===== config.mk =====
export PLATFORM = sky130hd
export DESIGN_NAME = fp32_add_align_flat
export DESIGN_NICKNAME = d
export VERILOG_FILES = /design/src/rtl/fp_pkg.sv /design/src/rtl/fp32_add_align_if.sv /design/src/rtl/fp_align_shifter.sv /design/src/rtl/fp32_add_align.sv /design/src/flat_wrapper.sv
export SDC_FILE = /design/constraint.sdc
export NUM_CORES = 1
export LEC_CHECK = 0
export BUFFER_PORTS_ARGS = -buffer_cell sky130_fd_sc_hd__buf_2
export CORE_MARGIN = 4
export CORE_UTILIZATION = 56
export DETAILED_ROUTE_END_ITERATION = 12
export GPL_TIMING_DRIVEN = 0
export PLACE_DENSITY = 0.76
export SETUP_SLACK_MARGIN = 0.3
export SYNTH_ARGS = -nofsm -noshare
export SYNTH_HDL_FRONTEND = slang
export SYNTH_HIERARCHICAL = 1
export SYNTH_SLANG_ARGS = --single-unit

===== constraint.sdc =====
create_clock -name clk -period 4.3 [get_ports clk]
set_input_delay 0.86 -clock clk [delete_from_list [all_inputs] [get_ports clk]]
set_output_delay 0.86 -clock clk [all_outputs]
set_load 0.02 [all_outputs]

===== src/rtl/fp_pkg.sv =====
// Shared FP32 field widths, constants and record types for the add/sub front end
// and the downstream leading-one normalizer.
package fp_pkg;

  localparam int EXP_W  = 8;
  localparam int MAN_W  = 24;          // mantissa width including the hidden bit
  localparam int FRAC_W = MAN_W - 1;
  localparam int BIAS   = 127;

  // All-ones exponent marks Inf/NaN and is also the overflow target.
  localparam logic [EXP_W-1:0] EXP_MAX   = EXP_W'(2 * BIAS + 1);
  // Any alignment distance at or above this pushes the whole mantissa out.
  localparam logic [EXP_W-1:0] SHIFT_ALL = EXP_W'(MAN_W);

  typedef struct packed {
    logic              s;
    logic [EXP_W-1:0]  e;
    logic [FRAC_W-1:0] f;
  } fp32_t;

  // Pre-normalization result handed to the normalizer.
  typedef struct packed {
    logic             s;
    logic [EXP_W-1:0] e;
    logic [MAN_W-1:0] m;
    logic             sticky;
    logic             zero;
    logic             exc;
    logic             ovf;
  } addpre_t;

endpackage


===== src/rtl/fp32_add_align_if.sv =====
// Operand/result handshake bundle for fp32_add_align.
// slave is the adder side, master is the producer/consumer side.
interface fp32_add_align_if;

  logic        in_valid;
  logic        in_ready;
  logic [31:0] in_a;
  logic [31:0] in_b;
  logic        in_sub;

  logic        out_valid;
  logic        out_ready;
  logic        out_s;
  logic [7:0]  out_e;
  logic [23:0] out_m;
  logic        out_sticky;
  logic        out_zero;
  logic        out_exc;
  logic        out_ovf;

  modport slave (
    input  in_valid, in_a, in_b, in_sub, out_ready,
    output in_ready, out_valid, out_s, out_e, out_m,
           out_sticky, out_zero, out_exc, out_ovf
  );

  modport master (
    output in_valid, in_a, in_b, in_sub, out_ready,
    input  in_ready, out_valid, out_s, out_e, out_m,
           out_sticky, out_zero, out_exc, out_ovf
  );

endinterface


===== src/rtl/fp_align_shifter.sv =====
// Combinational right shifter that aligns the smaller mantissa and reports
// whether any set bit fell off the bottom.
module fp_align_shifter
  import fp_pkg::*;
(
  input  logic [MAN_W-1:0] m,
  input  logic [EXP_W-1:0] d,
  output logic [MAN_W-1:0] q,
  output logic             sticky
);

  logic [2*MAN_W-1:0] wide;

  // Shift into a double-width field so the lower half holds exactly the lost bits.
  always_comb begin
    // NOTE: every output gets a value on every path so no latch is inferred.
    wide = {m, {MAN_W{1'b0}}} >> d;
    if (d >= SHIFT_ALL) begin
      q      = '0;
      sticky = |m;
    end else begin
      q      = wide[2*MAN_W-1:MAN_W];
      sticky = |wide[MAN_W-1:0];
    end
  end

endmodule


===== src/rtl/fp32_add_align.sv =====
// Three-stage FP32 add/sub front end: unpack/order, align, add/sub with carry fix.
// Produces the unnormalized exponent/mantissa pair for the leading-one normalizer.
module fp32_add_align
  import fp_pkg::*;
(
  input  logic          clk,
  input  logic          rst_n,
  fp32_add_align_if.slave bus
);

  // ---------------------------------------------------------------------------
  // Flow control: a stage loads when it is empty or its content moves on.
  // ---------------------------------------------------------------------------
  logic v1, v2, v3;
  logic load1, load2, load3;

  assign load3        = !v3 || bus.out_ready;
  assign load2        = !v2 || load3;
  assign load1        = !v1 || load2;
  assign bus.in_ready = load1;

  // ---------------------------------------------------------------------------
  // Stage 1: unpack, flush denormals to zero, order by magnitude.
  // ---------------------------------------------------------------------------
  fp32_t            op_a, op_b;
  logic [MAN_W-1:0] man_a, man_b;
  logic             sign_b_eff;
  logic             swap;
  logic             exc_in;

  assign op_a       = fp32_t'(bus.in_a);
  assign op_b       = fp32_t'(bus.in_b);
  assign man_a      = (op_a.e == '0) ? '0 : {1'b1, op_a.f};
  assign man_b      = (op_b.e == '0) ? '0 : {1'b1, op_b.f};
  assign sign_b_eff = op_b.s ^ bus.in_sub;
  // Ties keep A as the larger operand.
  assign swap       = {op_b.e, man_b} > {op_a.e, man_a};
  assign exc_in     = (op_a.e == EXP_MAX) || (op_b.e == EXP_MAX);

  logic             s1_sign, s1_eff_sub, s1_exc;
  logic [EXP_W-1:0] s1_e, s1_d;
  logic [MAN_W-1:0] s1_ml, s1_ms;

  // Stage 1 register: larger operand in L, exponent distance in d.
  always_ff @(posedge clk or negedge rst_n) begin
    // NOTE: data registers are reset along with the valid bits so every
    //       output reads a defined 0 after reset, not just out_valid.
    if (!rst_n) begin
      v1         <= 1'b0;
      s1_sign    <= 1'b0;
      s1_eff_sub <= 1'b0;
      s1_exc     <= 1'b0;
      s1_e       <= '0;
      s1_d       <= '0;
      s1_ml      <= '0;
      s1_ms      <= '0;
    end else if (load1) begin
      // NOTE: non-blocking assignments keep every register sampling the
      //       pre-edge values, independent of statement order.
      v1 <= bus.in_valid;
      if (bus.in_valid) begin
        s1_eff_sub <= op_a.s ^ sign_b_eff;
        s1_exc     <= exc_in;
        if (swap) begin
          s1_sign <= sign_b_eff;
          s1_e    <= op_b.e;
          s1_d    <= op_b.e - op_a.e;
          s1_ml   <= man_b;
          s1_ms   <= man_a;
        end else begin
          s1_sign <= op_a.s;
          s1_e    <= op_a.e;
          s1_d    <= op_a.e - op_b.e;
          s1_ml   <= man_a;
          s1_ms   <= man_b;
        end
      end
    end
  end

  // ---------------------------------------------------------------------------
  // Stage 2: align the smaller mantissa.
  // ---------------------------------------------------------------------------
  logic [MAN_W-1:0] align_m;
  logic             align_sticky;

  fp_align_shifter u_shift (
    .m      (s1_ms),
    .d      (s1_d),
    .q      (align_m),
    .sticky (align_sticky)
  );

  logic             s2_sign, s2_eff_sub, s2_exc, s2_sticky;
  logic [EXP_W-1:0] s2_e;
  logic [MAN_W-1:0] s2_ml, s2_ms;

  // Stage 2 register: aligned operands plus the shifted-out sticky.
  always_ff @(posedge clk or negedge rst_n) begin
    if (!rst_n) begin
      v2         <= 1'b0;
      s2_sign    <= 1'b0;
      s2_eff_sub <= 1'b0;
      s2_exc     <= 1'b0;
      s2_sticky  <= 1'b0;
      s2_e       <= '0;
      s2_ml      <= '0;
      s2_ms      <= '0;
    end else if (load2) begin
      v2 <= v1;
      if (v1) begin
        s2_sign    <= s1_sign;
        s2_eff_sub <= s1_eff_sub;
        s2_exc     <= s1_exc;
        s2_sticky  <= align_sticky;
        s2_e       <= s1_e;
        s2_ml      <= s1_ml;
        s2_ms      <= align_m;
      end
    end
  end

  // ---------------------------------------------------------------------------
  // Stage 3: add/subtract, fold the carry back into 24 bits, flag zero/ovf.
  // ---------------------------------------------------------------------------
  logic [MAN_W:0] sum;
  addpre_t        res_next;
  addpre_t        res;

  // Magnitude ordering in stage 1 keeps the difference non-negative.
  always_comb begin
    sum = s2_eff_sub ? ({1'b0, s2_ml} - {1'b0, s2_ms})
                     : ({1'b0, s2_ml} + {1'b0, s2_ms});
    res_next        = '0;
    res_next.s      = s2_sign;
    res_next.exc    = s2_exc;
    if (sum[MAN_W]) begin
      res_next.m      = sum[MAN_W:1];
      res_next.e      = s2_e + 1'b1;
      res_next.sticky = s2_sticky | sum[0];
      res_next.ovf    = (s2_e == EXP_MAX - 1'b1);
    end else begin
      res_next.m      = sum[MAN_W-1:0];
      res_next.e      = s2_e;
      res_next.sticky = s2_sticky;
    end
    if (res_next.m == '0) begin
      res_next.zero = 1'b1;
      res_next.s    = 1'b0;
      res_next.e    = '0;
    end
  end

  // Stage 3 register: holds the result stable while the consumer stalls.
  always_ff @(posedge clk or negedge rst_n) begin
    if (!rst_n) begin
      v3  <= 1'b0;
      res <= '0;
    end else if (load3) begin
      v3 <= v2;
      if (v2) begin
        res <= res_next;
      end
    end
  end

  assign bus.out_valid  = v3;
  assign bus.out_s      = res.s;
  assign bus.out_e      = res.e;
  assign bus.out_m      = res.m;
  assign bus.out_sticky = res.sticky;
  assign bus.out_zero   = res.zero;
  assign bus.out_exc    = res.exc;
  assign bus.out_ovf    = res.ovf;

endmodule


===== src/flat_wrapper.sv =====
// flat-port wrapper written by rule: the top's interface ports become plain ports
module fp32_add_align_flat import fp_pkg::*;
  (clk, rst_n, bus_in_valid, bus_in_a, bus_in_b, bus_in_sub, bus_out_ready, bus_in_ready, bus_out_valid, bus_out_s, bus_out_e, bus_out_m, bus_out_sticky, bus_out_zero, bus_out_exc, bus_out_ovf);
  fp32_add_align_if bus_i ();
  input  logic clk;
  input  logic rst_n;
  input wire logic [$bits(bus_i.in_valid)-1:0] bus_in_valid;
  input wire logic [$bits(bus_i.in_a)-1:0] bus_in_a;
  input wire logic [$bits(bus_i.in_b)-1:0] bus_in_b;
  input wire logic [$bits(bus_i.in_sub)-1:0] bus_in_sub;
  input wire logic [$bits(bus_i.out_ready)-1:0] bus_out_ready;
  output wire logic [$bits(bus_i.in_ready)-1:0] bus_in_ready;
  output wire logic [$bits(bus_i.out_valid)-1:0] bus_out_valid;
  output wire logic [$bits(bus_i.out_s)-1:0] bus_out_s;
  output wire logic [$bits(bus_i.out_e)-1:0] bus_out_e;
  output wire logic [$bits(bus_i.out_m)-1:0] bus_out_m;
  output wire logic [$bits(bus_i.out_sticky)-1:0] bus_out_sticky;
  output wire logic [$bits(bus_i.out_zero)-1:0] bus_out_zero;
  output wire logic [$bits(bus_i.out_exc)-1:0] bus_out_exc;
  output wire logic [$bits(bus_i.out_ovf)-1:0] bus_out_ovf;
  assign bus_i.in_valid = bus_in_valid;
  assign bus_i.in_a = bus_in_a;
  assign bus_i.in_b = bus_in_b;
  assign bus_i.in_sub = bus_in_sub;
  assign bus_i.out_ready = bus_out_ready;
  assign bus_in_ready = bus_i.in_ready;
  assign bus_out_valid = bus_i.out_valid;
  assign bus_out_s = bus_i.out_s;
  assign bus_out_e = bus_i.out_e;
  assign bus_out_m = bus_i.out_m;
  assign bus_out_sticky = bus_i.out_sticky;
  assign bus_out_zero = bus_i.out_zero;
  assign bus_out_exc = bus_i.out_exc;
  assign bus_out_ovf = bus_i.out_ovf;
  fp32_add_align u_core (.clk(clk), .rst_n(rst_n), .bus(bus_i));
endmodule

==> qor.csv, run 1 <==
stage,metric,value,unit
status,status,finished with violations,
status,failing checks,negative setup slack,
timing,min Tclk post-route,4.48,ns
die,die height,159,um
clock_tree,clk slew on worst S/H paths,0.07,ns
cells_and_area,area grow syn2layout,24.0,%
die,starting density of the core,0.575,
critical_path,Crit path buffers/inverters,2,
timing,Worst-Margin Slew,0.892,ns
timing,Clock Skews,0.0152,ns
synth,yosys warns,6,
global_routing,initial antenna violation count,0,
die,# rows,54,
clock_tree,hold buffer count at cts,0,
clock_tree,H-tree depth,4,
clock_tree,maximum clock path buffer count,2,
global_routing,Congestion Overflow GR,0,
global_routing,total track usage,0.306,
synth,ys async rst share,1.00,
timing,Final Max Tran Viols,0,
placement,pre-CTS setup slack,-0.795,ns
synth,synth top area cells,"dfrtp_1, ha_1, mux2_2",
die,top-level I/O count,108,
cells_and_area,ant diodes,0,
synth,most frequent cells after synthesis,"nand2_1, dfrtp_1, nor2_1, o21ai_0, a21oi_1",
timing,post-route setup slack,-0.184,ns
critical_path,CP Class,reg2reg,
placement,cell count after placement,1835,
critical_path,Worst R2R Setup Slack,-0.18,ns
routing,Remaining DRCs,0,
critical_path,CP cell instances,nor3_4 > and3_4 > a31oi_1 > xnor2_1 > ha_1 > buf_4 > and3_2 > a221oi_4 > a21oi_2 > or2_4 > xor2_2 > or4b_4 > nor4_4 > buf_6 > a211oi_1,
timing,Fmax achieved,223,MHz
critical_path,CP Launch Type,flip-flop,
critical_path,"Slowest-stage cell, CP",or4b_4,
synth,most common cell in the synthesized netlist,nand2_1,
die,core area,22100,um2
routing,number of DRC markers in iteration 0,1445,
synth,top-area cell type share of the netlist area,0.329,
critical_path,crit path DAT,4.77,ns
synth,number of synthesized register bits,167,
cells_and_area,Finished Layout Cells,1933,
cells_and_area,Finished Core Util,0.714,
synth,Post-Syn Nets,1585,
timing,number of setup violations in the final report,16,
placement,routability congestion estimate,1.00,
routing,"wirelength, routed",41.6,mm
die,DIE AREA,25200,um2
global_routing,first-pass GRT wire length,61.3,mm
synth,cell area after synthesis,12700,um2
timing,RSZ-0062 raised after global routing,true,
global_routing,largest net degree at the start of global routing,127,
hold_path,Hold Path Class,in2async,
critical_path,crit-path max FO,5,
synth,post-synthesis sequential area ratio,0.329,
timing,hold slack,0.297,ns
synth,syn avg cell area,8.79,um2
synth,post-synth cell types,84,
timing,fin crit share,1.04,
clock_tree,total CTS buffers,17,
run,Max-Cap Viols,0,
placement,IO Port Bufs,107,
synth,count of flip-flops with a built-in enable after synthesis,0,
critical_path,Worst Path Required,4.59,ns
synth,cell taking the most area after synthesis,dfrtp_1,
timing,setup TNS,-1.99,ns
critical_path,Crit path max-delay family,simple AND/OR/NAND/NOR gates,
clock_tree,worst skew pair latency,0.44,ns
die,Die Wd,159,um
power,Leak,6.84,nW
timing,Slew headroom,0.401,
routing,1st-pass router iterations,6,
synth,main flop type after synthesis,dfrtp_1,
synth,Synth Instances,1447,
routing,vias,12800,
power,Power Dens Cells,940,nW/um2
placement,DPL Wire Length,27.9,mm
global_routing,vias in the first global route,11600,
cells_and_area,layout cells sized above 1,0.292,
power,Worst VDD drop,0.718,mV
clock_tree,CTS tree,done,
routing,Final ANT Viol Nets,0,
cells_and_area,Layout Nets,1778,
routing,drt wl/cell,21.5,um
timing,final hold vios,0,
critical_path,worst stage delay on the critical path,0.51,ns
clock_tree,Sink Count,167,
clock_tree,Clock Tree Root,clkbuf_16,
critical_path,nature of the critical path endpoint,flip-flop,
routing,drt via density,6.61,
[state kept, by name, indices dropped and copies added, names as in the netlist, 8 cells and up]
signal / flops
u_core/bus.out_e: 8
u_core/bus.out_m: 24
u_core/s1_d: 8
u_core/s1_e: 8
u_core/s1_ml: 24
u_core/s1_ms: 24
u_core/s2_e: 8
u_core/s2_ml: 24
u_core/s2_ms: 24
[stage by stage]
step                      area, um2  power [mW]
final                         15800        14.8
after floorplan               12800        7.88
after global routing          15800        15.5
after global placement        13600        9.44
after CTS                     15000        12.5
after detailed placement      13700        9.59
[layout make-up]
class                      count  area, um2
buffer                        89        520
clock buffer                  18        439
clock inverter                14        163
fill                        1589       6330
inverter                      39        146
multi-input combinational   1153       8820
sequential                   167       4180
tap                          280        350
timing repair buffer         173       1140
[worst reg2reg max path: stages, from the launching register on]
cell,delay (ns)
dfrtp_1,0.45
nor3_4,0.41
and3_4,0.29
a31oi_1,0.14
xnor2_1,0.29
ha_1,0.33
buf_4,0.18
and3_2,0.23
a221oi_4,0.31
a21oi_2,0.13
or2_4,0.28
xor2_2,0.19
or4b_4,0.51
nor4_4,0.36
buf_6,0.18
a211oi_1,0.06
[routing by layer]
metal	wire [um]	up-vias	track usage
li1	-	5649	-
met1	16700	6172	0.414
met2	19700	777	0.507
met3	3350	180	0.0440
met4	1800	0	0.0991
met5	0	-	0
[worst paths after layout]
check / startpoint / to / cells past startpoint
max: u_core/s2_ms[8] / u_core/bus.out_e[4] / 15
min: rst_n / u_core/bus.out_m[17] / 1
max reg2reg: u_core/s2_ms[8] / u_core/bus.out_e[4] / 15
min reg2reg: u_core/bus.out_m[7] / u_core/bus.out_m[7] / 2
max in group asynchronous: rst_n / u_core/s2_ms[9] / 2
min in group clk: u_core/bus.out_m[7] / u_core/bus.out_m[7] / 2
[cell families after synthesis]
kind of cell,Yosys count,share of synthesized area
AOI/OAI and AO/OA,385,0.189
xor gates and xnor gates,54,0.0378
adders and majority gates,69,0.0697
buffers and inverters,128,0.0439
DFF,167,0.329
muxes,142,0.144
and+or+nand+nor,502,0.187
[report_power, final]
group | switching (mW) | leakage (nW) | internal [mW]
logic | 5.92 | 4.47 | 4.93
clock network | 0.687 | 0.288 | 0.887
registers | 0.409 | 2.08 | 1.98
total | 7.02 | 6.84 | 7.80
[repair_timing]
item / 4_1_cts / 5_1_grt
setup endpoints to repair: 100 / 94
cloned: 4 / 2
resized for setup: 86 / 167
setup buffers: 35 / 25
pin swaps: 53 / 67
[placed cells by master (no fill, tap or decap), types with 24 or more instances in the layout]
master	instances
buf_2	114
a21oi_1	67
ha_1	50
mux4_2	25
nor2_1	130
o21ai_0	109
inv_1	38
nand2_1	170
o21ai_1	30
buf_4	60
o31a_1	24
xnor2_1	33
dfrtp_1	163
mux2i_1	37
clkbuf_1	37
mux2_2	65
(Power assumes the default switching activity.)
==> run 2, diff against run 1 <==
--- a/config.mk
+++ b/config.mk
@@ -11,7 +11,7 @@
 export DETAILED_ROUTE_END_ITERATION = 12
 export GPL_TIMING_DRIVEN = 0
 export PLACE_DENSITY = 0.76
-export SETUP_SLACK_MARGIN = 0.3
+export SETUP_SLACK_MARGIN = 0.15
 export SYNTH_ARGS = -nofsm -noshare
 export SYNTH_HDL_FRONTEND = slang
 export SYNTH_HIERARCHICAL = 1
==> run 2 against run 1 <==
Net effect:
- the run still ends with negative setup slack left
- cell count fell by 0.36%
- total power is 2.6% lower
- via count down 2.0%
- clock-buffer cell count is the same
- final area shrank 1.6%
- sequential share of layout area increased by 0.43 points
- hold slack better by 0.062 ns
- die area unchanged
- clock skew is 0.0018 ns higher
- global-route usage hardly changed
- utilization down 1.1 points
==> qor.csv, run 2 (same netlist as run 1, synthesis figures left out) <==
stage,metric,value,unit
die,# rows,54,
placement,routability congestion estimate,0.988,
timing,post-route setup slack,-0.0740,ns
cells_and_area,Layout Nets,1771,
cells_and_area,FF/Latch Area,4190,um2
run,Max-Cap Viols,0,
critical_path,reg2reg path depth,17,
global_routing,initial antenna violation count,0,
power,internal power,7.63,mW
placement,IO Port Bufs,107,
routing,1st-pass router iterations,5,
clock_tree,Clock Tree Root,clkbuf_16,
status,failing checks,negative setup slack,
routing,vias,12500,
cells_and_area,Finished Core Util,0.702,
cells_and_area,ant diodes,0,
die,top-level I/O count,108,
timing,RSZ-0062 raised after global routing,true,
clock_tree,clk slew on worst S/H paths,0.07,ns
global_routing,vias in the first global route,11600,
critical_path,worst reg2reg path endpoint,u_core/bus.out_zero,
cells_and_area,"most common cell after layout, fill and taps aside",nand2_1,
power,clock power share,0.108,
critical_path,CP Class,reg2reg,
routing,number of DRC markers in iteration 0,1523,
routing,met3 wire length,3.13,mm
clock_tree,total CTS buffers,17,
routing,routed length on met2,19.5,mm
routing,drt via density,6.50,
timing,Worst-Margin Slew,0.934,ns
power,Reg power frac,0.165,
clock_tree,worst skew pair latency,0.44,ns
clock_tree,CTS tree,done,
status,status,finished with violations,
critical_path,FF-to-FF Start,u_core/s2_ms[11],
hold_path,Hold Path Class,in2async,
die,starting density of the core,0.575,
clock_tree,H-tree depth,4,
cells_and_area,fillers,1622,
routing,Final ANT Viol Nets,0,
global_routing,Congestion Overflow GR,0,
power,Power Dens Cells,930,nW/um2
timing,number of setup violations in the final report,13,
global_routing,first-pass GRT wire length,61.1,mm
placement,DPL Wire Length,28.4,mm
timing,fin crit share,1.02,
critical_path,CP Launch Type,flip-flop,
cells_and_area,Multi-input gate area,8680,um2
critical_path,Worst R2R Setup Slack,-0.07,ns
routing,drt wl/cell,21.3,um
cells_and_area,Finished Layout Cells,1926,
die,core area,22100,um2
timing,Clock Skews,0.0170,ns
routing,top layer in use,met4,
critical_path,Worst Path Required,4.67,ns
timing,final hold vios,0,
global_routing,largest net degree at the start of global routing,104,
global_routing,total track usage,0.306,
power,Worst VDD drop,0.652,mV
placement,cell count after placement,1835,
timing,min Tclk post-route,4.37,ns
critical_path,nature of the critical path endpoint,flip-flop,
timing,hold slack,0.359,ns
timing,Final Max Tran Viols,0,
timing,Slew headroom,0.374,
power,Power Total,14.4,mW
timing,Fmax achieved,229,MHz
cells_and_area,area grow syn2layout,22.1,%
critical_path,crit-path max FO,5,
power,combinational power share,0.726,
timing,setup TNS,-0.695,ns
clock_tree,maximum clock path buffer count,2,
power,Leak,6.75,nW
power,Net Sw Frac,0.472,
cells_and_area,layout cells sized above 1,0.280,
die,Die Wd,159,um
routing,Metal-1 WL,16.9,mm
routing,"wirelength, routed",41.1,mm
die,DIE AREA,25200,um2
power,switching pwr,6.81,mW
routing,Remaining DRCs,0,
cells_and_area,most frequent cells in the layout,"nand2_1, dfrtp_1, nor2_1",
die,die height,159,um
critical_path,crit path DAT,4.75,ns
clock_tree,Sink Count,167,
==> run 2: worst max path at each step <==
stage | from | endpoint | slack, ns
after floorplan | u_core/s2_ms[4] | u_core/bus.out_e[1] | 0.18
after global placement | bus_in_b[27] | u_core/s1_ms[1] | -0.95
after detailed placement | bus_in_b[27] | u_core/s1_ms[4] | -0.98
after CTS | u_core/s2_ms[11] | u_core/bus.out_e[1] | 0.15
after global routing | u_core/s2_ms[4] | u_core/bus.out_e[0] | -0.18
final | u_core/s2_ms[11] | u_core/bus.out_zero | -0.07
==> run 2: routing by layer <==
| metal | global-route usage | vias up |
|---|---|---|
| li1 | - | 5638 |
| met1 | 0.424 | 6001 |
| met2 | 0.497 | 731 |
| met3 | 0.0470 | 147 |
| met4 | 0.0926 | 0 |
| met5 | 0 | - |
==> run 2: critical path, stage by stage (launching register included) <==
cell and delay (ns):
dfrtp_2 0.44, nor3_4 0.23, nand2_2 0.11, or3_4 0.45
nor3_4 0.27, a31oi_1 0.15, xnor2_1 0.28, ha_2 0.34
buf_6 0.14, a21o_1 0.18, a21o_1 0.20, a211oi_2 0.29
o31ai_2 0.13, xnor2_1 0.23, nand4_1 0.18, nor4_4 0.37
buf_4 0.22, a21o_1 0.10
==> run 2: cell type report <==
cell class | count | share of cell area
inverters | 39 | 0.00943
clock inverters | 14 | 0.0105
clock buffers | 18 | 0.0283
well taps | 280 | 0.0226
multi-input cells | 1152 | 0.560
plain buffers | 89 | 0.0323
flip-flops and latches | 167 | 0.270
repair buffers | 167 | 0.0677
==> run 2: power by group through the flow <==
stage	logic, mW	clock network [mW]	registers (mW)
after global placement	7.01	0	2.37
after floorplan	5.40	0	2.42
after global routing	11.1	1.65	2.43
final	10.5	1.56	2.39
after CTS	7.98	1.57	2.37
after detailed placement	7.15	0	2.39
==> run 2: through the flow <==
step	setup WS (ns)	cell area, um2
2_1_floorplan	0.182	12700
3_3_place_gp	-0.947	13600
3_5_place_dp	-0.985	13600
4_1_cts	0.150	14700
5_1_grt	-0.184	15500
6_report	-0.0740	15500
==> run 2: what timing repair did <==
| action | 4_1_cts | 5_1_grt |
|---|---|---|
| cloned | 1 | 4 |
| setup endpoints to repair | 99 | 99 |
| pin swaps | 33 | 62 |
| buffers inserted | 23 | 31 |
| hold buffers | 0 | 0 |
| gates resized for setup | 58 | 161 |
==> run 3, diff against run 2 <==
--- a/config.mk
+++ b/config.mk
@@ -11,6 +11,7 @@
 export DETAILED_ROUTE_END_ITERATION = 12
 export GPL_TIMING_DRIVEN = 0
 export PLACE_DENSITY = 0.76
+export REMOVE_ABC_BUFFERS = 1
 export SETUP_SLACK_MARGIN = 0.15
 export SYNTH_ARGS = -nofsm -noshare
 export SYNTH_HDL_FRONTEND = slang
==> run 3 against run 2 <==
Net effect:
- the run still ends with negative setup slack left
- sequential power grew 5%
- critical path depth rose by 1
- sequential share of layout area decreased by 0.65 points
- critical endpoint is now u_core/bus.out_e[4]
==> qor.csv, run 3 (same netlist as run 1, synthesis figures left out) <==
stage,metric,value,unit
status,status,finished with violations,
status,failing checks,negative setup slack,
cells_and_area,layout cells sized above 1,0.302,
clock_tree,Sink Count,167,
routing,drt wl/cell,21.7,um
critical_path,Worst Path Required,4.57,ns
routing,"wirelength, routed",41.0,mm
critical_path,CP Launch Type,flip-flop,
clock_tree,maximum clock path buffer count,2,
hold_path,Hold Path Class,in2async,
critical_path,worst reg2reg path endpoint,u_core/bus.out_e[4],
cells_and_area,area grow syn2layout,25.2,%
timing,RSZ-0062 raised after global routing,true,
die,DIE AREA,25200,um2
power,Reg power frac,0.183,
die,# rows,54,
cells_and_area,most frequent cells in the layout,"nand2_1, dfrtp_1, nor2_1",
power,combinational power share,0.703,
power,Leak,6.93,nW
power,clock power share,0.114,
power,switching pwr,6.32,mW
critical_path,crit path DAT,4.80,ns
global_routing,first-pass GRT wire length,59.2,mm
power,Power Dens Cells,859,nW/um2
timing,post-route setup slack,-0.230,ns
cells_and_area,Layout Nets,1735,
timing,fin crit share,1.05,
routing,routed length on met2,19.3,mm
timing,Slew headroom,0.297,
cells_and_area,fillers,1557,
routing,Final ANT Viol Nets,0,
routing,1st-pass router iterations,6,
timing,final hold vios,0,
cells_and_area,fin area,15900,um2
die,die height,159,um
routing,drt via density,6.52,
die,top-level I/O count,108,
timing,setup TNS,-1.99,ns
clock_tree,clk slew on worst S/H paths,0.07,ns
timing,Final Max Tran Viols,0,
cells_and_area,"most common cell after layout, fill and taps aside",nand2_1,
timing,Worst-Margin Slew,1.05,ns
placement,IO Port Bufs,107,
routing,vias,12300,
critical_path,CP startpoint,u_core/s2_ms[2],
clock_tree,Clock Tree Root,clkbuf_16,
clock_tree,H-tree depth,4,
power,Worst VDD drop,0.568,mV
timing,min Tclk post-route,4.53,ns
clock_tree,CTS tree,done,
placement,DPL Wire Length,23.4,mm
timing,Clock Skews,0.0114,ns
routing,top layer in use,met4,
critical_path,Worst R2R Setup Slack,-0.23,ns
die,Die Wd,159,um
routing,number of DRC markers in iteration 0,1391,
routing,Metal-1 WL,16.2,mm
timing,number of setup violations in the final report,10,
die,core area,22100,um2
global_routing,largest net degree at the start of global routing,108,
clock_tree,total CTS buffers,17,
routing,met3 wire length,3.14,mm
critical_path,nature of the critical path endpoint,flip-flop,
run,Max-Cap Viols,0,
critical_path,FF-to-FF Start,u_core/s2_ms[2],
placement,pre-CTS setup slack,-2.16,ns
critical_path,crit-path max FO,5,
clock_tree,worst skew pair latency,0.43,ns
global_routing,initial antenna violation count,0,
power,Net Sw Frac,0.462,
timing,Fmax achieved,221,MHz
placement,routability congestion estimate,0.928,
routing,Remaining DRCs,0,
die,starting density of the core,0.575,
power,internal power,7.36,mW
global_routing,vias in the first global route,11200,
placement,dpl cell area,13400,um2
global_routing,Congestion Overflow GR,0,
global_routing,total track usage,0.297,
critical_path,reg2reg path depth,18,
critical_path,CP Class,reg2reg,
## run 3: cell count changes in the layout (fill, tap and decap cells not counted), sizes merged
cell,delta
nor2,+2
o31a,+2
inv,-1
bufbuf,+3
clkbuf,-45
clkinvlp,-2
clkdlybuf4s15,-1
nand2,+4
xor2,+1
buf,-1
diode,+1
clkinv,+2
## run 3: layout make-up
| class | count | area [um2] | share of cell area |
|---|---|---|---|
| Sequential cell | 167 | 4190 | 0.263 |
| Tap cell | 280 | 350 | 0.0220 |
| Clock inverter | 13 | 144 | 0.00904 |
| Clock buffer | 19 | 443 | 0.0278 |
| Inverter | 39 | 146 | 0.00920 |
| Antenna cell | 1 | 2.50 | 0.000157 |
| Multi-Input combinational cell | 1161 | 8990 | 0.565 |
| Timing Repair Buffer | 211 | 1650 | 0.104 |
## run 3: critical path: stages, from the launching register on
cell	delay, ns
dfrtp_2	0.42
nor4_4	0.31
buf_4	0.21
buf_4	0.13
a31oi_1	0.13
xnor2_1	0.29
ha_2	0.37
a21oi_2	0.24
o21ai_2	0.16
a221oi_4	0.34
a21oi_2	0.11
or2_1	0.27
buf_4	0.16
o311a_4	0.36
or2_4	0.24
nor4_4	0.30
buf_4	0.17
buf_12	0.12
a211oi_1	0.05
## run 3: how the worst max path moves through the flow
stage	to	slack (ns)	cells after the start
2_1_floorplan	u_core/s1_d[6]	-2.97	13
6_report	u_core/bus.out_e[4]	-0.23	18
3_5_place_dp	u_core/s1_d[6]	-2.16	16
5_1_grt	u_core/bus.out_e[4]	-0.32	18
4_1_cts	u_core/bus.out_e[1]	0.15	18
3_3_place_gp	u_core/s1_d[7]	-6.28	14
## run 3: timing repair
item | CTS | global route
pin swaps | 45 | 71
endpoints found under the setup margin | 100 | 60
buffers inserted | 52 | 40
gates cloned | 12 | 2
gates resized for setup | 80 | 115
hold buffers | 0 | 0
## run 3: power by group through the flow
stage                     Combinational (mW)  Clock (mW)  Sequential [mW]
after CTS                               7.83        1.57             2.47
after global routing                    10.3        1.65             2.56
after floorplan                         5.04           0             2.54
final                                   9.61        1.56             2.51
after global placement                  6.44           0             2.49
after detailed placement                6.64           0             2.49
## run 3: per-layer routing
metal	GRT usage	vias to the layer above
li1	-	5574
met1	0.400	5864
met2	0.480	699
met3	0.0492	187
met4	0.119	0
met5	0	-
## run 3: per-stage QoR
stage | utilization | cells | total power [mW] | hold slack (ns)
2_1_floorplan | - | 1358 | 7.59 | 0.433
3_3_place_gp | 0.597 | 1745 | 8.94 | 0.455
3_5_place_dp | 0.606 | 1751 | 9.13 | 0.460
4_1_cts | 0.678 | 1847 | 11.9 | 0.365
5_1_grt | 0.720 | 1890 | 14.5 | 0.373
6_report | 0.721 | 1891 | 13.7 | 0.357
